$ cat src/rtl/fp_subtractor_seq.sv
// fp_subtractor_seq: multi-cycle IEEE-754 single-precision A - B with full
// left normalization (one bit per cycle) and guard/round/sticky rounding.
module fp_subtractor_seq (
  input  logic        clk,
  input  logic        reset,
  input  logic        start,
  input  logic [31:0] A,
  input  logic [31:0] B,
  input  logic [1:0]  round_mode,
  output logic        busy,
  output logic        done,
  output logic [31:0] resultSub,
  output logic        errorSub,
  output logic        overflowSub,
  output logic        underflowSub
);

  typedef enum logic [2:0] {IDLE, ALIGN, ADDSUB, NORM, ROUND, DONE} state_t;

  state_t      state;

  logic [31:0] a_q, b_q;
  logic [1:0]  mode_q;
  logic [26:0] sig_a, sig_b;
  logic        sign_a, sign_b, sign_r;
  logic [27:0] sum;
  logic [9:0]  exp_r;

  function automatic logic [26:0] shift_sticky(input logic [26:0] sig, input logic [7:0] amt);
    logic [26:0] mask;
    if (amt >= 8'd26) return {26'd0, |sig};
    mask = (27'd1 << amt) - 27'd1;
    return (sig >> amt) | {26'd0, |(sig & mask)};
  endfunction

  function automatic logic round_inc(input logic [1:0] mode, input logic sign, input logic lsb,
                                     input logic g, input logic r, input logic s);
    case (mode)
      2'b01:   return g & (r | s | lsb);
      2'b10:   return ~sign & (g | r | s);
      2'b11:   return sign & (g | r | s);
      default: return 1'b0;
    endcase
  endfunction

  // Alignment inputs: exponent-0 operands are flushed to a zero significand
  logic [7:0]  exp_a, exp_b;
  logic [26:0] raw_a, raw_b;
  logic        special, a_big, a_ge;

  assign exp_a   = a_q[30:23];
  assign exp_b   = b_q[30:23];
  assign raw_a   = (exp_a == 8'd0) ? 27'd0 : {1'b1, a_q[22:0], 3'b000};
  assign raw_b   = (exp_b == 8'd0) ? 27'd0 : {1'b1, b_q[22:0], 3'b000};
  assign special = (exp_a == 8'hFF) || (exp_b == 8'hFF);
  assign a_big   = exp_a >= exp_b;
  assign a_ge    = sig_a >= sig_b;

  logic norm_zero, norm_carry, norm_hid, norm_flush;

  assign norm_zero  = (sum == 28'd0);
  assign norm_carry = sum[27];
  assign norm_hid   = sum[26];
  assign norm_flush = (exp_r == 10'd1);

  logic        inc;
  logic [24:0] mant_rnd;
  logic [9:0]  exp_rnd;
  logic [22:0] frac_rnd;
  logic        ovf;
  logic [31:0] rnd_result;

  assign inc        = round_inc(mode_q, sign_r, sum[3], sum[2], sum[1], sum[0]);
  assign mant_rnd   = {1'b0, sum[26:3]} + {24'd0, inc};
  assign exp_rnd    = mant_rnd[24] ? exp_r + 10'd1 : exp_r;
  assign frac_rnd   = mant_rnd[24] ? mant_rnd[23:1] : mant_rnd[22:0];
  assign ovf        = exp_rnd >= 10'd255;
  assign rnd_result = ovf ? {sign_r, 8'hFF, 23'd0} : {sign_r, exp_rnd[7:0], frac_rnd};

  always_ff @(posedge clk) begin
    case (state)
      IDLE: if (start) begin
        a_q    <= A;
        b_q    <= B;
        mode_q <= round_mode;
      end
      ALIGN: begin
        sign_a <= a_q[31];
        sign_b <= ~b_q[31];
        if (a_big) begin
          exp_r <= {2'b00, exp_a};
          sig_a <= raw_a;
          sig_b <= shift_sticky(raw_b, exp_a - exp_b);
        end else begin
          exp_r <= {2'b00, exp_b};
          sig_a <= shift_sticky(raw_a, exp_b - exp_a);
          sig_b <= raw_b;
        end
      end
      ADDSUB: begin
        if (sign_a == sign_b) begin
          sum    <= {1'b0, sig_a} + {1'b0, sig_b};
          sign_r <= sign_a;
        end else if (a_ge) begin
          sum    <= {1'b0, sig_a} - {1'b0, sig_b};
          sign_r <= sign_a;
        end else begin
          sum    <= {1'b0, sig_b} - {1'b0, sig_a};
          sign_r <= sign_b;
        end
      end
      NORM: begin
        if (norm_zero) begin
          sign_r <= (mode_q == 2'b11);
          exp_r  <= 10'd0;
        end else if (norm_carry) begin
          sum   <= {1'b0, sum[27:2], sum[1] | sum[0]};
          exp_r <= exp_r + 10'd1;
        end else if (norm_hid) begin
          sum <= sum;
        end else if (norm_flush) begin
          sum   <= 28'd0;
          exp_r <= 10'd0;
        end else begin
          sum   <= {sum[26:0], 1'b0};
          exp_r <= exp_r - 10'd1;
        end
      end
      default: ;
    endcase
  end

  always_ff @(posedge clk or posedge reset) begin
    if (reset) begin
      state        <= IDLE;
      busy         <= 1'b0;
      done         <= 1'b0;
      resultSub    <= 32'd0;
      errorSub     <= 1'b0;
      overflowSub  <= 1'b0;
      underflowSub <= 1'b0;
    end else begin
      done <= 1'b0;
      case (state)
        IDLE: if (start) begin
          state        <= ALIGN;
          busy         <= 1'b1;
          errorSub     <= 1'b0;
          overflowSub  <= 1'b0;
          underflowSub <= 1'b0;
        end
        ALIGN: begin
          if (special) begin
            resultSub <= 32'h7FC00000;
            errorSub  <= 1'b1;
            busy      <= 1'b0;
            done      <= 1'b1;
            state     <= DONE;
          end else begin
            state <= ADDSUB;
          end
        end
        ADDSUB: state <= NORM;
        NORM: begin
          if (norm_zero || norm_carry || norm_hid) begin
            state <= ROUND;
          end else if (norm_flush) begin
            underflowSub <= 1'b1;
            state        <= ROUND;
          end
        end
        ROUND: begin
          resultSub   <= rnd_result;
          overflowSub <= ovf;
          errorSub    <= ovf;
          busy        <= 1'b0;
          done        <= 1'b1;
          state       <= DONE;
        end
        DONE:    state <= IDLE;
        default: state <= IDLE;
      endcase
    end
  end

endmodule
$ cat config.mk
export PLATFORM = sky130hd
export DESIGN_NAME = fp_subtractor_seq
export DESIGN_NICKNAME = d
export VERILOG_FILES = /design/src/rtl/fp_subtractor_seq.sv
export SDC_FILE = /design/constraint.sdc
export NUM_CORES = 1
export LEC_CHECK = 0
export ABC_AREA = 1
export CAP_MARGIN = 20
export CORE_MARGIN = 5
export CORE_UTILIZATION = 40
export CTS_CLUSTER_DIAMETER = 80
export DETAILED_ROUTE_END_ITERATION = 16
export SLEW_MARGIN = 10
export SYNTH_ARGS = -nofsm -noshare
export SYNTH_HDL_FRONTEND = slang
export SYNTH_SLANG_ARGS = --single-unit
$ cat constraint.sdc
create_clock -name clk -period 7.5 [get_ports clk]
set_clock_uncertainty 0.2 [all_clocks]
set_input_delay 0.75 -clock clk [delete_from_list [all_inputs] [get_ports clk]]
set_output_delay 0.75 -clock clk [all_outputs]
set_load 0.01 [all_outputs]
Word-level counts from Yosys, hierarchy flattened
Cells that the tools add are included.
{"block": "op_classes", "eq_ne": 20, "shift": 4, "order_cmp": 5, "mux": 54, "reduce_logical": 27, "n_addsub": 10, "bitwise_logic": 13}
{"op": "27-bit two-way mux", "count": 11}
{"op": "27-bit OR reduction", "count": 4}
{"op": "28-bit two-way mux", "count": 3}
{"op": "32-bit one-hot mux with 2 select lines", "count": 1}
{"op": "28-bit one-hot mux with 2 select lines", "count": 1}
{"op": "27-bit by 27-bit subtractor with 28-bit output", "count": 2}
{"op": "27-bit bitwise AND", "count": 2}
{"op": "27-bit by 1-bit OR with 27-bit output", "count": 2}
{"op": "1-bit by 8-bit left shift with 27-bit output (first input constant)", "count": 2}
{"op": "27-bit by 8-bit right shift with 27-bit output", "count": 2}
{"op": "27-bit by 1-bit subtractor with 27-bit output (second input constant)", "count": 2}
{"op": "10-bit two-way mux", "count": 5}
{"op": "32-bit two-way mux", "count": 1}
{"op": "31-bit two-way mux", "count": 1}
{"op": "27-bit by 27-bit adder with 28-bit output", "count": 1}
{"op": "28-bit zero test", "count": 1}
{"op": "27-bit greater-or-equal comparator", "count": 1}
{"op": "24-bit by 1-bit adder with 25-bit output", "count": 1}
{"op": "23-bit two-way mux", "count": 1}
{"op": "10-bit one-hot mux with 2 select lines", "count": 1}
{"op": "8-bit == test (second input constant)", "count": 2}
{"op": "8-bit by 5-bit greater-or-equal comparator with 1-bit output (second input constant)", "count": 2}
{"op": "8-bit zero test", "count": 2}
{"op": "1-bit two-way mux", "count": 16}
{"op": "other kinds (30)", "count": 66}
{"block": "totals", "output_inout_bits": 37, "word_cells": 151, "input_bits": 69, "register_bits": 201}

Logic depth before layout (Yosys ltp)
Gate-level depths: netlist of the first run.
{"block": "logic_depth", "ltp_word": 9, "ltp_mapped": 26, "ltp_nobuf": 26}

Worst setup path before layout of the first run
OpenSTA, ideal clock, no wires.
{"block": "synth_path", "kind": "register to register", "from": "register exp_r[5]", "to": "register errorSub", "arrival_ns": 4.683, "path_stages_with_launch": 14, "setup_ns": 0.132, "slack_ns": 2.485, "path_buffers": 1, "required_ns": 7.168, "synth_period_minus_slack_ns": 5.015, "cell_sequence": "edfxtp_1 clkbuf_1 nor2_1 inv_1 nor3_1 nand4_1 inv_1 nor2_1 inv_1 nand3_1 nor2_1 nor2_1 a21oi_1 a21oi_1"}
{"block": "synth_via", "elab_chain_len": 4}
{"element": "start: declaration", "line": "27", "rtl": "logic [9:0] exp_r;"}
{"element": "start signal: assignment", "line": "91", "rtl": "exp_r <= {2'b00, exp_a};"}
{"element": "start signal: assignment", "line": "95", "rtl": "exp_r <= {2'b00, exp_b};"}
{"element": "start signal: assignment", "line": "118", "rtl": "exp_r <= exp_r + 10'd1;"}
{"element": "10-bit by 1-bit adder with 10-bit output", "line": "75", "rtl": "assign exp_rnd = mant_rnd[24] ? exp_r + 10'd1 : exp_r;"}
{"element": "10-bit two-way mux (*)", "line": "75"}
{"element": "10-bit by 8-bit greater-or-equal comparator with 1-bit output (*)", "line": "77", "rtl": "assign ovf = exp_rnd >= 10'd255;"}
{"element": "1-bit one-hot mux with 3 select lines (*)", "line": "144", "rtl": "case (state)"}
{"element": "end signal: assignment", "line": "175", "rtl": "errorSub <= ovf;"}
{"element": "end: declaration", "line": "13", "rtl": "output logic errorSub,"}
Mark *: on every way between the ends. The rest lies on a longest branch, timed or not.
A chain may end at the register's enable or synchronous reset.

Final worst setup path of the first run
{"block": "layout_path", "from": "register b_q[23]", "to": "register sig_a[0] (data pin)"}
{"block": "layout_via", "elab_chain_len": 8, "elab_cells_between_ends": 14, "classes_between": "add/sub (2); order compare (2); shift (2); mux (5); bitwise (2); reduce/logical (1)"}
{"element": "start: declaration", "line": "22", "rtl": "logic [31:0] a_q, b_q;"}
{"element": "start signal: assignment", "line": "84", "rtl": "b_q <= B;"}
{"element": "8-bit subtractor", "line": "96", "rtl": "sig_a <= shift_sticky(raw_a, exp_b - exp_a);"}
{"element": "1-bit by 8-bit left shift with 27-bit output", "line": "32", "rtl": "mask = (27'd1 << amt) - 27'd1;"}
{"element": "27-bit by 1-bit subtractor with 27-bit output", "line": "32"}
{"element": "27-bit bitwise AND", "line": "33", "rtl": "return (sig >> amt) | {26'd0, |(sig & mask)};"}
{"element": "27-bit OR reduction", "line": "33"}
{"element": "27-bit by 1-bit OR with 27-bit output", "line": "33"}
{"element": "27-bit two-way mux", "line": "32"}
{"element": "27-bit two-way mux (*)", "line": "90", "rtl": "if (a_big) begin"}
{"element": "end signal: assignment", "line": "92", "rtl": "sig_a <= raw_a;"}
{"element": "end signal: assignment", "line": "96"}
{"element": "end: declaration", "line": "24", "rtl": "logic [26:0] sig_a, sig_b;"}
Mark *: on every way between the ends. The rest lies on a longest branch, timed or not. The select of a mux whose other input is x is not followed.

==> impl_metrics.json, run 1 <==
{
  "ff_latch_area_mm2": 0.005836,
  "cts_root_buf": "clkbuf_16",
  "worstPathRequired_ns": 7.61,
  "core-area_mm2": 0.04665,
  "max_freq_mhz": 216.5,
  "yosysTopAreaCell": "edfxtp_1",
  "final_net_count": 2879,
  "fillCellCount": 4837,
  "syn_area_mm2": 0.01888,
  "grt_pass1_vias": 18020,
  "relSlewSlack_pct": 36.30,
  "antenna_found_initial": 0,
  "cap_violations": 0,
  "gr-usage-met3_pct": 2.553,
  "dp_hpwl_mm": 53.28,
  "syn-mean-instance-area_um2": 7.104,
  "yosys_warnings": 0,
  "rows": 79,
  "area_growth_pct": 13.07,
  "setup-tns-final_ns": 0,
  "syn-num-nets": 2832,
  "start_util_pct": 40.46,
  "drt_first_pass_iters": 6,
  "dr.first_iter.drc_count": 1793,
  "synth_cell_types": 67,
  "hold_buffers": 0,
  "busiest_layer": "met2",
  "cts_tree": "yes",
  "crit_buf_inv": 4,
  "cp_max_fo": 29,
  "numCtsBuffers": 27,
  "crit_family": "simple AND/OR/NAND/NOR gates",
  "routabilityCongestion": 0.9825,
  "synth_edf_count": 161,
  "clock_path_buffers": 3,
  "drtAntennaViolNets": 0,
  "yosysTopAreaCellShare_pct": 25.61,
  "clk_pin_slew_ns": 0.06,
  "drive_gt1_share_pct": 6.642,
  "criticalPathCategory": "flop to flop",
  "yosys_most_used_dff": "edfxtp_1",
  "crit_arrival_ns": 4.73,
  "wl_per_cell_um": 20.13,
  "setup_viol": 0,
  "final-hold-violation-count": 0,
  "rsz0062_at_grt": "false",
  "overflow": 0,
  "slew_viol_final": 0,
  "synth-seq-cells": 201,
  "layout_commonest_cell": "nand2_1",
  "cts_setup_buffers": 0,
  "grt_pass1_wl_mm": 103.0,
  "seq_area_frac_synth_pct": 30.92,
  "path_common_cell": "nor2_1",
  "routed-via-count": 18810,
  "antenna-diode-count": 0,
  "io_buffers": 105,
  "worstPathCellList": "inv_1 > ha_1 > inv_1 > fa_1 > inv_1 > nor2_1 > inv_1 > nor2_2 > nand3_1 > nand2_1 > nor2_4 > nand2_1 > nor2_1 > nand3b_1 > nand2_1 > nor2_1 > nand3_1 > nor2_1 > nor2_1",
  "multiInputGateArea_mm2": 0.01121,
  "drc": 0,
  "die_y_um": 227.2,
  "cpMaxStageDelayCell": "fa_1",
  "cts_max_level": 1,
  "io_pins": 106,
  "cts_resized": 0,
  "crit_path_end_kind": "flop",
  "async_flop_share_pct": 19.90,
  "fin_crit_ns": 4.620,
  "clk_latency_ns": 0.58,
  "via_per_inst": 5.645,
  "hold_path.class": "flop to flop",
  "track_usage_pct": 25.26,
  "dieArea_mm2": 0.05163,
  "syn_inst": 2657,
  "use_met2_pct": 42.40,
  "startpoint_type": "flop",
  "status": "complete, no violations",
  "routed_wl_mm": 67.06,
  "synth_area_leaders": "edfxtp_1 (26%), nand2_1 (12%), inv_1 (6.7%)",
  "post-route-period-util_pct": 61.59,
  "die_w_um": 227.2,
  "final_cell_mix": "nand2_1 (585), inv_1 (338), nor2_1 (266), nand3_1 (182), o21ai_0 (182)",
  "grtUsageMet1_pct": 34.22,
  "cts_sinks": 201,
  "tightest_slew_ns": 0.9555,
  "critPathMaxStageDelay_ns": 1.03,
  "grt_max_degree": 68
}
[metrics by stage]
| stage | hold slack (ns) | instance area (um^2) | std cells | worst slack, ns | utilization, % |
|---|---|---|---|---|---|
| floorplan | 0.2003 | 18880 | 2657 | 2.485 | - |
| global placement | 0.2772 | 20370 | 3281 | 3.113 | 43.67 |
| detailed placement | 0.2690 | 20370 | 3281 | 3.039 | 43.67 |
| CTS | 0.2928 | 21340 | 3331 | 3.004 | 45.74 |
| global route | 0.3073 | 21340 | 3332 | 2.513 | 45.75 |
| finish | 0.2879 | 21340 | 3332 | 2.880 | 45.75 |
[per-layer routing]
layer  share of wire (%)  vias up
met1                  43     8906
met4                 3.8        0
met5                   0        -
li1                    -     9017
met3                 5.6      127
met2                  47      758
[area by class of cell]
type / count / share of cell area, %
Tap cell: 607 / 3.558
Clock buffer: 35 / 3.740
Sequential cell: 201 / 27.34
Timing Repair Buffer: 125 / 5.616
Multi-Input combinational cell: 1983 / 52.52
Inverter: 366 / 6.437
Clock inverter: 15 / 0.7856
[synthesized netlist by cell type, drive strengths merged, types with 4 or more instances]
cell / n
mux2i: 25
nor2: 300
nand3b: 5
xnor2: 6
nor4: 14
nand2: 606
nor3: 23
dfrtp: 40
o31ai: 14
fa: 5
o211ai: 17
o21ai: 211
o21bai: 27
o22ai: 41
ha: 101
edfxtp: 161
inv: 363
o2111ai: 10
o21a: 10
nand3: 192
a21boi: 4
xor2: 101
o32ai: 20
a211oi: 4
o221ai: 7
a22oi: 11
a31oi: 14
clkbuf: 62
a221oi: 4
nand4: 39
or2: 6
a21oi: 146
buf: 45
a21o: 5
a32o: 5
[worst register-to-register path: stages (launching register included)]
cell and delay (ns):
edfxtp_1 0.43, inv_1 0.11, ha_1 0.16, inv_1 0.06
fa_1 1.03, inv_1 0.68, nor2_1 0.30, inv_1 0.11
nor2_2 0.20, nand3_1 0.12, nand2_1 0.13, nor2_4 0.07
nand2_1 0.11, nor2_1 0.06, nand3b_1 0.10, nand2_1 0.06
nor2_1 0.10, nand3_1 0.08, nor2_1 0.18, nor2_1 0.07
[worst paths after layout]
check | to | depth (start not counted) | startpoint | slack (ns)
max in group asynchronous | resultSub[27] | 3 | reset | 6.34
worst min-delay path | resultSub[10] | 2 | resultSub[10] | 0.29
min in group asynchronous | resultSub[7] | 3 | reset | 0.41
worst max register to register | sig_a[0] | 19 | b_q[23] | 2.88
worst min register to register | resultSub[10] | 2 | resultSub[10] | 0.29
worst max-delay path | sig_a[0] | 19 | b_q[23] | 2.88
[kinds of logic (layout without fill, tap and decap cells)]
| group | after synthesis | in the layout | share of synthesized area, % |
|---|---|---|---|
| AOI/OAI and AO/OA | 558 | 558 | 17.71 |
| xor gates and xnor gates | 107 | 107 | 5.184 |
| adders and majority gates | 106 | 106 | 7.225 |
| buffers and inverters | 473 | 541 | 9.943 |
| DFF | 201 | 201 | 30.92 |
| muxes | 25 | 25 | 1.326 |
| and+or+nand+nor | 1187 | 1187 | 27.70 |
[registers in the layout, indices dropped and copies added (netlist names)]
| signal | cells |
|---|---|
| sig_b | 27 |
| exp_r | 10 |
| errorSub | 1 |
| sum | 28 |
| busy | 1 |
| mode_q | 2 |
| underflowSub | 1 |
| sig_a | 27 |
| overflowSub | 1 |
| a_q | 32 |
| done | 1 |
| state | 3 |
| sign_a | 1 |
| sign_r | 1 |
| b_q | 32 |
| sign_b | 1 |
| resultSub | 32 |
Power of run 1 is left out: the tool's default activity adds up to more than one toggle a clock period on the data nets, which glitch-free logic cannot reach.
==> run 2, diff against run 1 <==
- clock period: 7.5 -> 4.1 ns (I/O delays scaled with it)
==> impl_metrics.json, run 2 (synthesis results as in run 1) <==
{
  "status": "complete, no violations",
  "cap_violations": 0,
  "top_regs": "a_q: 32 flops, b_q: 32 flops, resultSub: 32 flops",
  "routed-via-count": 19220,
  "crit_family": "simple AND/OR/NAND/NOR gates",
  "cts_max_level": 1,
  "via_per_inst": 5.618,
  "clk_latency_ns": 0.57,
  "grt_pass1_vias": 18640,
  "clk_pin_slew_ns": 0.06,
  "cp_max_fo": 7,
  "drive_gt1_share_pct": 9.911,
  "clock_path_buffers": 3,
  "holdWs_ns": 0.07352,
  "critPathMaxStageDelay_ns": 0.43,
  "start_util_pct": 40.46,
  "die_w_um": 227.2,
  "antenna-diode-count": 0,
  "final_net_count": 2973,
  "cts_root_buf": "clkbuf_16",
  "cpMaxStageDelayCell": "edfxtp_1",
  "grt_max_degree": 59,
  "crit_start": "a_q[23]",
  "drtAntennaViolNets": 0,
  "wl_per_cell_um": 20.28,
  "final_util_pct": 47.33,
  "grt_pass1_wl_mm": 106.4,
  "max_freq_mhz": 258.2,
  "dr.first_iter.drc_count": 1779,
  "final_cell_mix": "nand2_1 (584), inv_1 (338), nor2_1 (256), nand3_1 (181), o21ai_0 (181)",
  "dp_hpwl_mm": 56.57,
  "dpl_cell_area_mm2": 0.02099,
  "final-hold-violation-count": 0,
  "track_usage_pct": 26.06,
  "dieArea_mm2": 0.05163,
  "fin_crit_ns": 3.873,
  "timing.rr.start": "a_q[23]",
  "cts_sinks": 201,
  "routabilityCongestion": 0.9918,
  "die_y_um": 227.2,
  "startpoint_type": "flop",
  "slew_viol_final": 0,
  "io_buffers": 105,
  "cts_tree": "yes",
  "fillCellCount": 4824,
  "hold_path.class": "input port to async pin",
  "drc": 0,
  "area_growth_pct": 16.99,
  "layout_commonest_cell": "nand2_1",
  "setup_viol": 0,
  "post-route-period-util_pct": 94.45,
  "criticalPathCategory": "flop to flop",
  "path_common_cell": "nand2_1",
  "core-area_mm2": 0.04665,
  "rows": 79,
  "drt_first_pass_iters": 6,
  "relSlewSlack_pct": 30.46,
  "tightest_slew_ns": 1.043,
  "crit_arrival_ns": 3.97,
  "worstPathRequired_ns": 4.20,
  "crit_buf_inv": 3,
  "antenna_found_initial": 1,
  "overflow": 0,
  "io_pins": 106,
  "worstPathCellList": "inv_1 > ha_1 > fa_1 > inv_1 > nand2_1 > nand2_2 > nand3_2 > nand2_1 > nand2_1 > nand2_1 > nand3_4 > nor2_4 > buf_12 > nand3_1 > nand2_1 > nor2_1 > nand3_2 > nor2_1 > nor2_1 > nand3_1 > nor2_1 > nand3_1 > nor2_4 > nor2_4",
  "routed_wl_mm": 69.39,
  "crit_path_end_kind": "flop",
  "numCtsBuffers": 26,
  "fin_area_mm2": 0.02208
}
[run 2: cell types whose count changed in the layout (fill, tap and decap cells not counted), moves of 3 or more]
cell	previous run	this run
nor2_1	266	256
buf_4	19	108
clkbuf_8	5	0
nor2_4	13	19
clkinv_1	3	6
nor2_2	19	23
buf_12	0	6
[run 2: repair_timing]
action	4_1_cts	5_1_grt
pin swaps	1	8
hold buffers	0	0
gates cloned	0	0
endpoints found under the setup margin	2	3
buffers inserted	4	15
resized for setup	2	20
[run 2: final timing paths]
path / end / cells after the start / slack [ns]
hold / removal: resultSub[2] / 3 / 0.07
setup / recovery: sig_b[0] / 24 / 0.23
setup reg to reg: sig_b[0] / 24 / 0.23
max in group asynchronous: done / 3 / 3.28
min in group clk: a_q[27] / 1 / 0.20
hold reg to reg: resultSub[2] / 2 / 0.28
[run 2: tightest hold or removal path: stages]
cell and delay [ns]:
clkdlybuf4s50_1 0.39, inv_1 0.05, buf_4 0.43
[run 2: area by class of cell]
class | count | area [um^2] | share of cell area [%]
Timing Repair Buffer | 220 | 1993 | 9.026
Multi-Input combinational cell | 1983 | 11280 | 51.10
Inverter | 366 | 1374 | 6.221
Tap cell | 607 | 759.5 | 3.439
Clock buffer | 30 | 686.9 | 3.111
Clock inverter | 15 | 150.1 | 0.6799
Sequential cell | 201 | 5836 | 26.43
[run 2: stage by stage]
step | setup TNS (ns) | setup WS (ns) | cells
finish | 0 | 0.2274 | 3422
global route | -0.04129 | -0.03274 | 3422
CTS | 0 | 0.005723 | 3407
detailed placement | -0.2158 | -0.1604 | 3358
global placement | -0.2255 | -0.2255 | 3358
floorplan | 0 | 0.1964 | 2657
[run 2: metal layers]
layer | track usage, % | wire, um | share of wire, % | vias up
met5 | 0 | 0 | 0 | -
met4 | 8.488 | 2591 | 3.7 | 0
met3 | 3.082 | 4285 | 6.2 | 139
met2 | 44.72 | 33380 | 48 | 775
met1 | 34.40 | 29140 | 42 | 9126
li1 | - | - | - | 9184
Power of run 2 is left out for the same reason.
